File: config.mk
export PLATFORM = sky130hd
export DESIGN_NAME = mux_nto1_reg
export DESIGN_NICKNAME = d
export VERILOG_FILES = /design/src/rtl/mux_nto1_reg.sv
export SDC_FILE = /design/constraint.sdc
export NUM_CORES = 1
export LEC_CHECK = 0
export BUFFER_PORTS_ARGS = -buffer_cell sky130_fd_sc_hd__buf_2
export CORE_AREA = 3 3 134 136
export DETAILED_ROUTE_END_ITERATION = 16
export DIE_AREA = 0 0 137 139
export GPL_TIMING_DRIVEN = 0
export PLACE_DENSITY = 0.59
export SETUP_SLACK_MARGIN = 0.5
export SLEW_MARGIN = 10
export SYNTH_ARGS = -nofsm -noshare
export SYNTH_HDL_FRONTEND = slang
export SYNTH_SLANG_ARGS = --single-unit
File: constraint.sdc
create_clock -name clk -period 3 [get_ports clk]
set_input_delay 0.9 -clock clk [delete_from_list [all_inputs] [get_ports clk]]
set_output_delay 0.9 -clock clk [all_outputs]
set_load 0.02 [all_outputs]
File: src/rtl/mux_nto1_reg.sv
// Registered N-to-1 operand multiplexer with valid/ready on every channel.
// Explicit-select (MODE=0) or round-robin (MODE=1) choice of the producer.
module mux_nto1_reg #(
    parameter int W     = 64,
    parameter int N     = 4,
    parameter int SEL_W = $clog2(N),
    parameter int MODE  = 0,
    parameter int CNT_W = 16
) (
    input  logic               clk,
    input  logic               rst_b,
    input  logic [N*W-1:0]     in_data,
    input  logic [N-1:0]       in_valid,
    output logic [N-1:0]       in_ready,
    input  logic [SEL_W-1:0]   sel,
    output logic [W-1:0]       out_data,
    output logic [SEL_W-1:0]   out_src,
    output logic               out_valid,
    input  logic               out_ready,
    output logic [CNT_W-1:0]   xfer_cnt
);

    localparam logic [SEL_W:0] N_L = (SEL_W+1)'(N);

    logic [W-1:0]     out_data_r;
    logic [SEL_W-1:0] out_src_r;
    logic             out_valid_r;
    logic [CNT_W-1:0] xfer_cnt_r;
    logic [SEL_W-1:0] rr_ptr_r;

    logic             load_en_s;
    logic             cand_ok_s;
    logic             cand_vld_s;
    logic [SEL_W-1:0] cand_idx_s;
    logic [W-1:0]     cand_data_s;
    logic             grant_s;
    logic [N-1:0]     rot_s;
    logic [SEL_W-1:0] offset_s;
    logic [SEL_W:0]   sum_s;
    logic [N-1:0]     in_ready_s;

    // Candidate selection, grant decision and per-channel ready.
    always_comb begin
        load_en_s   = !out_valid_r || out_ready;
        cand_ok_s   = 1'b0;
        cand_vld_s  = 1'b0;
        cand_idx_s  = '0;
        cand_data_s = '0;
        rot_s       = '0;
        offset_s    = '0;
        sum_s       = '0;
        in_ready_s  = '0;
        if (MODE == 0) begin
            cand_idx_s = sel;
            for (int i = 0; i < N; i++) begin
                if (sel == SEL_W'(i)) begin
                    cand_ok_s  = 1'b1;
                    cand_vld_s = in_valid[i];
                end else begin
                    cand_ok_s  = cand_ok_s;
                end
            end
        end else begin
            // Rotate so bit 0 is the channel at rr_ptr; lowest set bit wins.
            rot_s = N'({in_valid, in_valid} >> rr_ptr_r);
            for (int k = N - 1; k >= 0; k--) begin
                if (rot_s[k]) begin
                    offset_s = SEL_W'(k);
                end else begin
                    offset_s = offset_s;
                end
            end
            sum_s = {1'b0, rr_ptr_r} + {1'b0, offset_s};
            if (sum_s >= N_L) begin
                sum_s = sum_s - N_L;
            end else begin
                sum_s = sum_s;
            end
            cand_idx_s = sum_s[SEL_W-1:0];
            cand_ok_s  = |in_valid;
            cand_vld_s = |in_valid;
        end
        for (int i = 0; i < N; i++) begin
            if (cand_idx_s == SEL_W'(i)) begin
                cand_data_s   = in_data[i*W +: W];
                in_ready_s[i] = load_en_s && cand_ok_s;
            end else begin
                in_ready_s[i] = 1'b0;
            end
        end
        grant_s = load_en_s && cand_ok_s && cand_vld_s;
    end

    // Output register, transfer counter and round-robin pointer.
    always_ff @(posedge clk or negedge rst_b) begin
        if (!rst_b) begin
            out_data_r  <= '0;
            out_src_r   <= '0;
            out_valid_r <= 1'b0;
            xfer_cnt_r  <= '0;
            rr_ptr_r    <= '0;
        end else begin
            if (grant_s) begin
                out_data_r  <= cand_data_s;
                out_src_r   <= cand_idx_s;
                out_valid_r <= 1'b1;
            end else if (out_valid_r && out_ready) begin
                out_valid_r <= 1'b0;
            end
            if (out_valid_r && out_ready) begin
                xfer_cnt_r <= xfer_cnt_r + CNT_W'(1);
            end
            if ((MODE != 0) && grant_s) begin
                if (cand_idx_s == SEL_W'(N - 1)) begin
                    rr_ptr_r <= '0;
                end else begin
                    rr_ptr_r <= cand_idx_s + SEL_W'(1);
                end
            end
        end
    end

    assign in_ready  = in_ready_s;
    assign out_data  = out_data_r;
    assign out_src   = out_src_r;
    assign out_valid = out_valid_r;
    assign xfer_cnt  = xfer_cnt_r;

endmodule

==> run summary, run 1 <==
Number of DRC violations after detailed routing - 0
Number of synthesized register bits - 83
Total nets after synthesis - 553
FFs w/ async S/R, synth - 100.0%
Worst clock skew on the final layout - 0.007120 ns
Number of core rows - 48
Critical R2R Capture - xfer_cnt[15]$_DFFE_PN0P_
Post-synthesis sequential area ratio - 41.89%
Adder-Cell Fraction of Synth Area - 0.2523%
First DRT Iteration DRCs - 151
Highest fanout seen on the critical path - 7
Combinational family with the most area after synthesis - multiplexers
Setup TNS - 0 ns
First-pass GRT wire length - 24700 um
CP Launch Type - primary input
Sinks on Clock Net - 83
RD Place Congestion - 0.8434
Finished Layout Cells - 883
Series of cell instances along the critical path - clkbuf_16 > buf_12 > buf_12 > nor3b_4 > buf_6
Data required time at the worst endpoint - 2.10 ns
Synth Area in XOR/XNOR - 2.650%
Max cap viols - 0
Fraction of the cycle the final worst path needs - 83.13%
Number of distinct library cells after synthesis - 27
Cts bufs inserted - 9
Effective utilization at floorplan - 29.07%
Final Hold Fails - 0
Static power due to leakage - 3.703 nW
Maximum root-to-sink buffer count - 2
Worst path arrival time - 1.59 ns
Fraction of synthesized area in multiplexers - 47.77%
Post-Syn Area per Cell - 17.28 um^2
Worst-case hold path end point - xfer_cnt[15]$_DFFE_PN0P_
Basic-gate share of the synthesized area counting and, or, nand and nor cells - 3.432%
Complex-gate fraction of the synthesized area - 0%
Total count of max-transition violations in the final report - 0
Element type at the critical path end - output pin
Final-report setup violation count - 0
Placed instance count - 862
Wire length per cell after detailed routing - 18.43 um
GRT Total Usage - 16.90%
Most prevalent standard cell on the critical path - sky130_fd_sc_hd__buf_12
Antenna violations before repair - 0
Per-cell via count in the routed design - 4.733
Clock slew at the register clock pins of the worst setup and hold paths - 0.06 ns
Post-synthesis cell count - 287
Total via count after detailed routing - 4179
Worst R2R Start - out_valid$_DFFE_PN0P_
IO Pins - 352
Family of cells with the greatest summed delay on the critical path - buffers and inverters
Min-delay worst type - reg2reg
R2r setup slk - 1.25 ns
# diodes - 0
Time the worst path needs with I/O delays and setup - 2.494 ns
Number of synthesized flops with an enable pin - 0
Core area - 17060 um^2
Highest Clock Rate - 0.4010 GHz
Quantity of I/O buffers inserted on ports - 349
Overall power consumption - 0.004275 W
DIE AREA - 19040 um^2
Clock root buffer - sky130_fd_sc_hd__clkbuf_16
Min-Delay Startpoint - xfer_cnt[15]$_DFFE_PN0P_
Worst-Skew Late Latency - 0.34 ns
Final-stage net count - 919
Run status - finished, final reports clean
Synth-to-Final Area Change - 50.69%
Largest voltage drop on the vdd net - 0.2542 mV
Worst Reg-to-Reg Cells - 4
Die extent in x - 137 um
Total global routing overflow - 0
TritonCTS clock tree - yes
Worst Hold Margin - 0.4698 ns
Tightest Pin Transition - 0.7353 ns
Maximum number of pins on one net before global-route repair - 44
Total number of yosys warnings - 0
H-tree Lvls - 3
Vias in the first global route - 4620
Number of routed nets with antenna violations - 0
Number of fill cells - 1636
Total power per unit cell area - 572.2 nW/um^2
Number of cells traversed by the worst hold path - 1
Highest cell delay on the worst timing path - 0.17 ns
Highest-delay cell along the critical path - sky130_fd_sc_hd__nor3b_4
Total Routed Length - 16270 um
Post-DP HPWL - 13430 um
RSZ-0062 raised after global routing - true
Count of TritonRoute iterations in the first routing pass - 4
Share of layout cells above drive strength 1 - 80.24%
Worst path buffer plus inverter count - 4
Critical Setup Path Class - in2out
Worst slew margin relative to its limit - 50.53%
Vertical extent of the die - 139 um
Post-synthesis cell area - 4959 um^2
Main synth FF type - sky130_fd_sc_hd__dfrtp_1
## power breakdown
part | internal, W | switching, W
registers | 0.00139 | 0.000178
logic | 0.000829 | 0.000815
clock network | 0.000609 | 0.000451
total | 0.00283 | 0.00144
## cells in the final DEF, fill, tap and decap left out, drive strengths merged
cell type	netlist	routed
nor2b	1	1
nor3b	1	1
inv	0	1
mux4	65	65
xnor2	13	13
nand4	2	2
nand2	10	10
and4	1	1
nand2b	1	1
mux2	67	67
nor2	3	3
dfrtp	83	83
clkinv	0	4
nor3	1	1
buf	16	371
nand3	7	7
or2	1	1
clkbuf	7	18
nor4	2	2
and3	3	3
xor2	2	2
ha	1	1
## stage by stage
step	setup slack, ns	cell area [um^2]	util (%)
after CTS	0.4750	7466	43.77
after detailed placement	0.07940	7064	41.42
final	0.5060	7472	43.81
after global placement	0.1023	7034	41.24
after global routing	0.4912	7472	43.81
after floorplan	0.4818	5006	-
## sequential cells by signal (all words and copies together) (netlist names)
| signal | cells |
|---|---|
| out_valid | 1 |
| out_src | 2 |
| out_data | 64 |
| xfer_cnt | 16 |
## cell usage after synthesis (all sizes together) (2+ instances only)
library cell,instances,area [um^2]
xnor2,13,113.9
nor4,2,12.51
buf,16,172.6
dfrtp,83,2077
nor2,3,11.26
and3,3,18.77
clkbuf,7,26.28
nand2,10,40.04
mux2,67,904.6
nand3,7,35.03
mux4,65,1464
nand4,2,12.51
xor2,2,17.52
## metal layers
metal / track usage (%) / share of wire (%)
met5: 0 / 0
met4: 4.464 / 1.4
met3: 4.390 / 8.5
met2: 30.31 / 52
met1: 19.84 / 38
## repair_timing
action | CTS | global route
pin swaps | 1 | 1
gates resized for setup | 16 | 2
buffers inserted | 5 | 0
gates cloned | 0 | 0
hold buffers | 0 | 0
setup endpoints to repair | 4 | 4
## worst max path at each step
stage / from / endpoint / slack [ns] / cells after the start
after global routing: sel[1] / in_ready[1] / 0.49 / 5
after CTS: sel[1] / in_ready[1] / 0.47 / 5
after floorplan: sel[0] / in_ready[1] / 0.48 / 3
after detailed placement: sel[1] / in_ready[2] / 0.08 / 6
final: sel[1] / in_ready[1] / 0.51 / 5
after global placement: sel[1] / in_ready[2] / 0.10 / 6
## layout make-up
| cell class | instances | area [um^2] | area share (%) |
|---|---|---|---|
| flip-flops and latches | 83 | 2077 | 27.80 |
| well taps | 225 | 281.5 | 3.768 |
| clock buffers | 11 | 252.7 | 3.382 |
| repair buffers | 355 | 1832 | 24.51 |
| clock inverters | 5 | 36.28 | 0.4856 |
| plain buffers | 23 | 272.8 | 3.650 |
| multi-input cells | 181 | 2720 | 36.40 |
## logic make-up (layout without fill, tap and decap cells)
kind of cell               after synthesis  count (layout)
xor gates and xnor gates                15              15
adders and majority gates                1               1
buffers and inverters                   23             394
and+or+nand+nor                         33              33
DFF                                     83              83
muxes                                  132             132
Note: power is estimated with default switching activity, not from simulation.
==> run 2: changes to the inputs <==
--- a/config.mk
+++ b/config.mk
@@ -5,12 +5,13 @@
 export SDC_FILE = /design/constraint.sdc
 export NUM_CORES = 1
 export LEC_CHECK = 0
+export ABC_AREA = 1
 export BUFFER_PORTS_ARGS = -buffer_cell sky130_fd_sc_hd__buf_2
-export CORE_AREA = 3 3 134 136
+export CORE_AREA = 3 3 137 139
 export DETAILED_ROUTE_END_ITERATION = 16
-export DIE_AREA = 0 0 137 139
+export DIE_AREA = 0 0 140 142
 export GPL_TIMING_DRIVEN = 0
-export PLACE_DENSITY = 0.59
+export PLACE_DENSITY = 0.58
 export SETUP_SLACK_MARGIN = 0.5
 export SLEW_MARGIN = 10
 export SYNTH_ARGS = -nofsm -noshare
==> constraint.sdc (replaced) <==
create_clock -name clk -period 2.3 [get_ports clk]
set_input_delay 0.69 -clock clk [delete_from_list [all_inputs] [get_ports clk]]
set_output_delay 0.69 -clock clk [all_outputs]
set_load 0.02 [all_outputs]
==> run summary, run 2 <==
Critical R2R Capture - out_data[9]$_DFFE_PN0P_ (was xfer_cnt[15]$_DFFE_PN0P_)
Vias in the first global route - 6294 (was 4620)
Number of DRC violations after detailed routing - 0 (unchanged)
Launching instance or port of the critical path - sel[0] (was sel[1])
Post-synthesis sequential area ratio - 40.45% (was 41.89%)
Total count of max-transition violations in the final report - 0 (unchanged)
Top cell type by total area after synthesis - sky130_fd_sc_hd__dfrtp_1 (unchanged)
Total via count after detailed routing - 6612 (was 4179)
Total global routing overflow - 0 (unchanged)
Post-synthesis cell count - 764 (was 287)
Number of core rows - 49 (was 48)
Worst path buffer plus inverter count - 4 (unchanged)
Number of synthesized register bits - 83 (unchanged)
Post-DP HPWL - 17570 um (was 13430 um)
Die extent in x - 140 um (was 137 um)
Quantity of I/O buffers inserted on ports - 350 (was 349)
First-pass GRT wire length - 33820 um (was 24700 um)
Clock slew at the register clock pins of the worst setup and hold paths - 0.06 ns (about the same)
First DRT Iteration DRCs - 352 (was 151)
Most prevalent standard cell on the critical path - sky130_fd_sc_hd__buf_12 (unchanged)
TritonCTS clock tree - yes (unchanged)
Fraction of the cycle the final worst path needs - 87.08%
Main synth FF type - sky130_fd_sc_hd__dfrtp_1 (unchanged)
Vertical extent of the die - 142 um (was 139 um)
Endpoint of the most critical setup path - in_ready[0] (was in_ready[1])
Highest fanout seen on the critical path - 6 (was 7)
Max cap viols - 0 (unchanged)
RD Place Congestion - 0.8867 (was 0.8434)
Worst slew margin relative to its limit - 58.62% (was 50.53%)
Maximum root-to-sink buffer count - 2 (unchanged)
FFs w/ async S/R, synth - 100.0% (unchanged)
Final-report setup violation count - 0 (unchanged)
CP Launch Type - primary input (unchanged)
Family of cells with the greatest summed delay on the critical path - buffers and inverters (unchanged)
GRT Total Usage - 21.62% (was 16.90%)
Share of the synthesized area in the top cell type - 40.45% (was 41.89%)
Min-delay worst type - in2async (was reg2reg)
Cts bufs inserted - 9 (unchanged)
Number of distinct library cells after synthesis - 21 (was 27)
Clock root buffer - sky130_fd_sc_hd__clkbuf_16 (unchanged)
Setup TNS - 0 ns (unchanged)
Maximum number of pins on one net before global-route repair - 43 (was 44)
Most used cells in the layout excluding fill and tap cells - sky130_fd_sc_hd__buf_2, sky130_fd_sc_hd__nand2_1, sky130_fd_sc_hd__nand3_1 (was sky130_fd_sc_hd__buf_2, sky130_fd_sc_hd__dfrtp_1, sky130_fd_sc_hd__mux4_2)
Tightest Pin Transition - 0.6207 ns (was 0.7353 ns)
Instance count on the critical path - 5 (unchanged)
Sinks on Clock Net - 83 (unchanged)
Post-synthesis cell area - 5135 um^2 (was 4959 um^2)
Top cells by area, synth - sky130_fd_sc_hd__dfrtp_1, sky130_fd_sc_hd__nand2_1, sky130_fd_sc_hd__nand3_1 (was sky130_fd_sc_hd__dfrtp_1, sky130_fd_sc_hd__mux4_2, sky130_fd_sc_hd__mux2_4)
Hold bufs inserted after CTS - 0 (unchanged)
Overall power consumption - 0.005604 W (was 0.004275 W)
Critical Setup Path Class - in2out (unchanged)
Per-cell via count in the routed design - 4.819 (was 4.733)
Series of cell instances along the critical path - buf_12 > buf_12 > buf_12 > nor3_4 > buf_6 (was clkbuf_16 > buf_12 > buf_12 > nor3b_4 > buf_6)
Total number of yosys warnings - 0 (unchanged)
Total nets after synthesis - 1030 (was 553)
Worst Reg-to-Reg Cells - 8 (was 4)
Antenna violations before repair - 3 (was 0)
Static power due to leakage - 4.387 nW (was 3.703 nW)
DIE AREA - 19880 um^2 (was 19040 um^2)
H-tree Lvls - 3 (unchanged)
Final-stage net count - 1404 (was 919)
Highest cell delay on the worst timing path - 0.15 ns (was 0.17 ns)
Element type at the critical path end - output pin (unchanged)
Largest voltage drop on the vdd net - 0.4002 mV (was 0.2542 mV)
Finished Layout Cells - 1372 (was 883)
R2r setup slk - 0.68 ns (was 1.25 ns)
Placed instance count - 1344 (was 862)
Number of routed nets with antenna violations - 0 (unchanged)
Share of layout cells above drive strength 1 - 38.35% (was 80.24%)
Wire length per cell after detailed routing - 16.47 um (was 18.43 um)
Count of TritonRoute iterations in the first routing pass - 5 (was 4)
Core area - 17780 um^2 (was 17060 um^2)
RSZ-0062 raised after global routing - true (unchanged)
Worst-Skew Late Latency - 0.34 ns (about the same)
Time the worst path needs with I/O delays and setup - 2.003 ns
Post-Syn Area per Cell - 6.721 um^2 (was 17.28 um^2)
Highest Clock Rate - 0.4993 GHz
Run status - finished, final reports clean (unchanged)
Worst clock skew on the final layout - 0.005502 ns (was 0.007120 ns)
Final Hold Fails - 0 (unchanged)
Most common library cells after synthesis - sky130_fd_sc_hd__nand2_1, sky130_fd_sc_hd__nand3_1, sky130_fd_sc_hd__dfrtp_1 (was sky130_fd_sc_hd__dfrtp_1, sky130_fd_sc_hd__mux4_2, sky130_fd_sc_hd__mux2_4)
Most common cell after layout, fill and taps aside - sky130_fd_sc_hd__buf_2 (unchanged)
Flip-flop count of the largest register, all copies and words added - 64 (unchanged)
Total power per unit cell area - 712.9 nW/um^2 (was 572.2 nW/um^2)
Number of synthesized flops with an enable pin - 0 (unchanged)
Worst path arrival time - 1.31 ns (was 1.59 ns)
Worst R2R Start - out_valid$_DFFE_PN0P_ (unchanged)
Synth-to-Final Area Change - 53.07% (was 50.69%)
IO Pins - 352 (unchanged)
Data required time at the worst endpoint - 1.61 ns (was 2.10 ns)
Effective utilization at floorplan - 28.88% (was 29.07%)
Highest-delay cell along the critical path - sky130_fd_sc_hd__buf_6 (was sky130_fd_sc_hd__nor3b_4)
Total Routed Length - 22590 um (was 16270 um)
Most common cell in the netlist - sky130_fd_sc_hd__nand2_1 (was sky130_fd_sc_hd__dfrtp_1)
==> run 2: changes by cell type after synthesis, sizes merged, moves of 3 or more <==
cell | before | now
and3 | 3 | 0
mux2 | 67 | 0
nor3 | 1 | 6
clkbuf | 7 | 10
mux4 | 65 | 0
buf | 16 | 46
nor2 | 3 | 15
inv | 0 | 23
nand3 | 7 | 139
xor2 | 2 | 5
xnor2 | 13 | 3
nand4 | 2 | 69
nand2 | 10 | 361
==> run 2: area by class of cell <==
class,count,area [um^2]
fill,1922,9920
multi-input combinational,602,2743
sequential,83,2077
timing repair buffer,363,1921
buffer,56,401.6
tap,229,286.5
clock buffer,12,266.5
inverter,23,93.84
clock inverter,3,68.82
antenna,1,2.502
==> run 2: what timing repair did <==
item / CTS / global route
endpoints found under the setup margin: 64 / 67
pin swaps: 3 / 4
gates resized for setup: 33 / 28
buffers inserted: 11 / 1
==> run 2: worst min path at each step <==
stage                                   from                       end  cells after the start
floorplan                              rst_b   out_data[0]$_DFFE_PN0P_                      0
global placement    out_data[25]$_DFFE_PN0P_  out_data[25]$_DFFE_PN0P_                      2
detailed placement  out_data[47]$_DFFE_PN0P_  out_data[47]$_DFFE_PN0P_                      2
CTS                                    rst_b  out_data[16]$_DFFE_PN0P_                      1
global route                           rst_b  out_data[18]$_DFFE_PN0P_                      1
finish                                 rst_b  out_data[16]$_DFFE_PN0P_                      1
==> run 2: logic make-up (layout without fill, tap and decap cells) <==
| logic type | count (synthesis) | count (layout) | synth area share, % |
|---|---|---|---|
| xor gates and xnor gates | 8 | 8 | 1.365 |
| DFF | 83 | 83 | 40.45 |
| other | 0 | 1 | 0 |
| AOI/OAI and AO/OA | 1 | 1 | 0.1463 |
| adders and majority gates | 1 | 1 | 0.2436 |
| and+or+nand+nor | 592 | 592 | 50.44 |
| buffers and inverters | 79 | 457 | 7.359 |
==> run 2: through the flow <==
stage / area [um^2] / setup WS (ns) / hold slack, ns / utilization (%)
finish: 7860 / 0.2972 / 0.3531 / 44.21
global route: 7860 / 0.2564 / 0.3882 / 44.21
CTS: 7787 / 0.2726 / 0.3679 / 43.80
detailed placement: 7268 / -0.04045 / 0.4526 / 40.88
global placement: 7238 / -0.2913 / 0.4488 / 40.71
floorplan: 5200 / 0.2795 / 0.3944 / -
==> run 2: report_power, final <==
group	internal, W	switching [W]
clock network	0.00104	0.000611
logic	0.000731	0.00125
registers	0.00177	0.000201
total	0.00354	0.00206
==> run 2: routing by layer <==
metal | part of all wire (%) | up-vias | global-route usage, %
met4 | 2.6 | 4 | 7.037
met5 | 0.14 | - | 0
met2 | 49 | 251 | 35.76
met1 | 43 | 3052 | 28.31
li1 | - | 3268 | -
met3 | 6.1 | 37 | 4.805
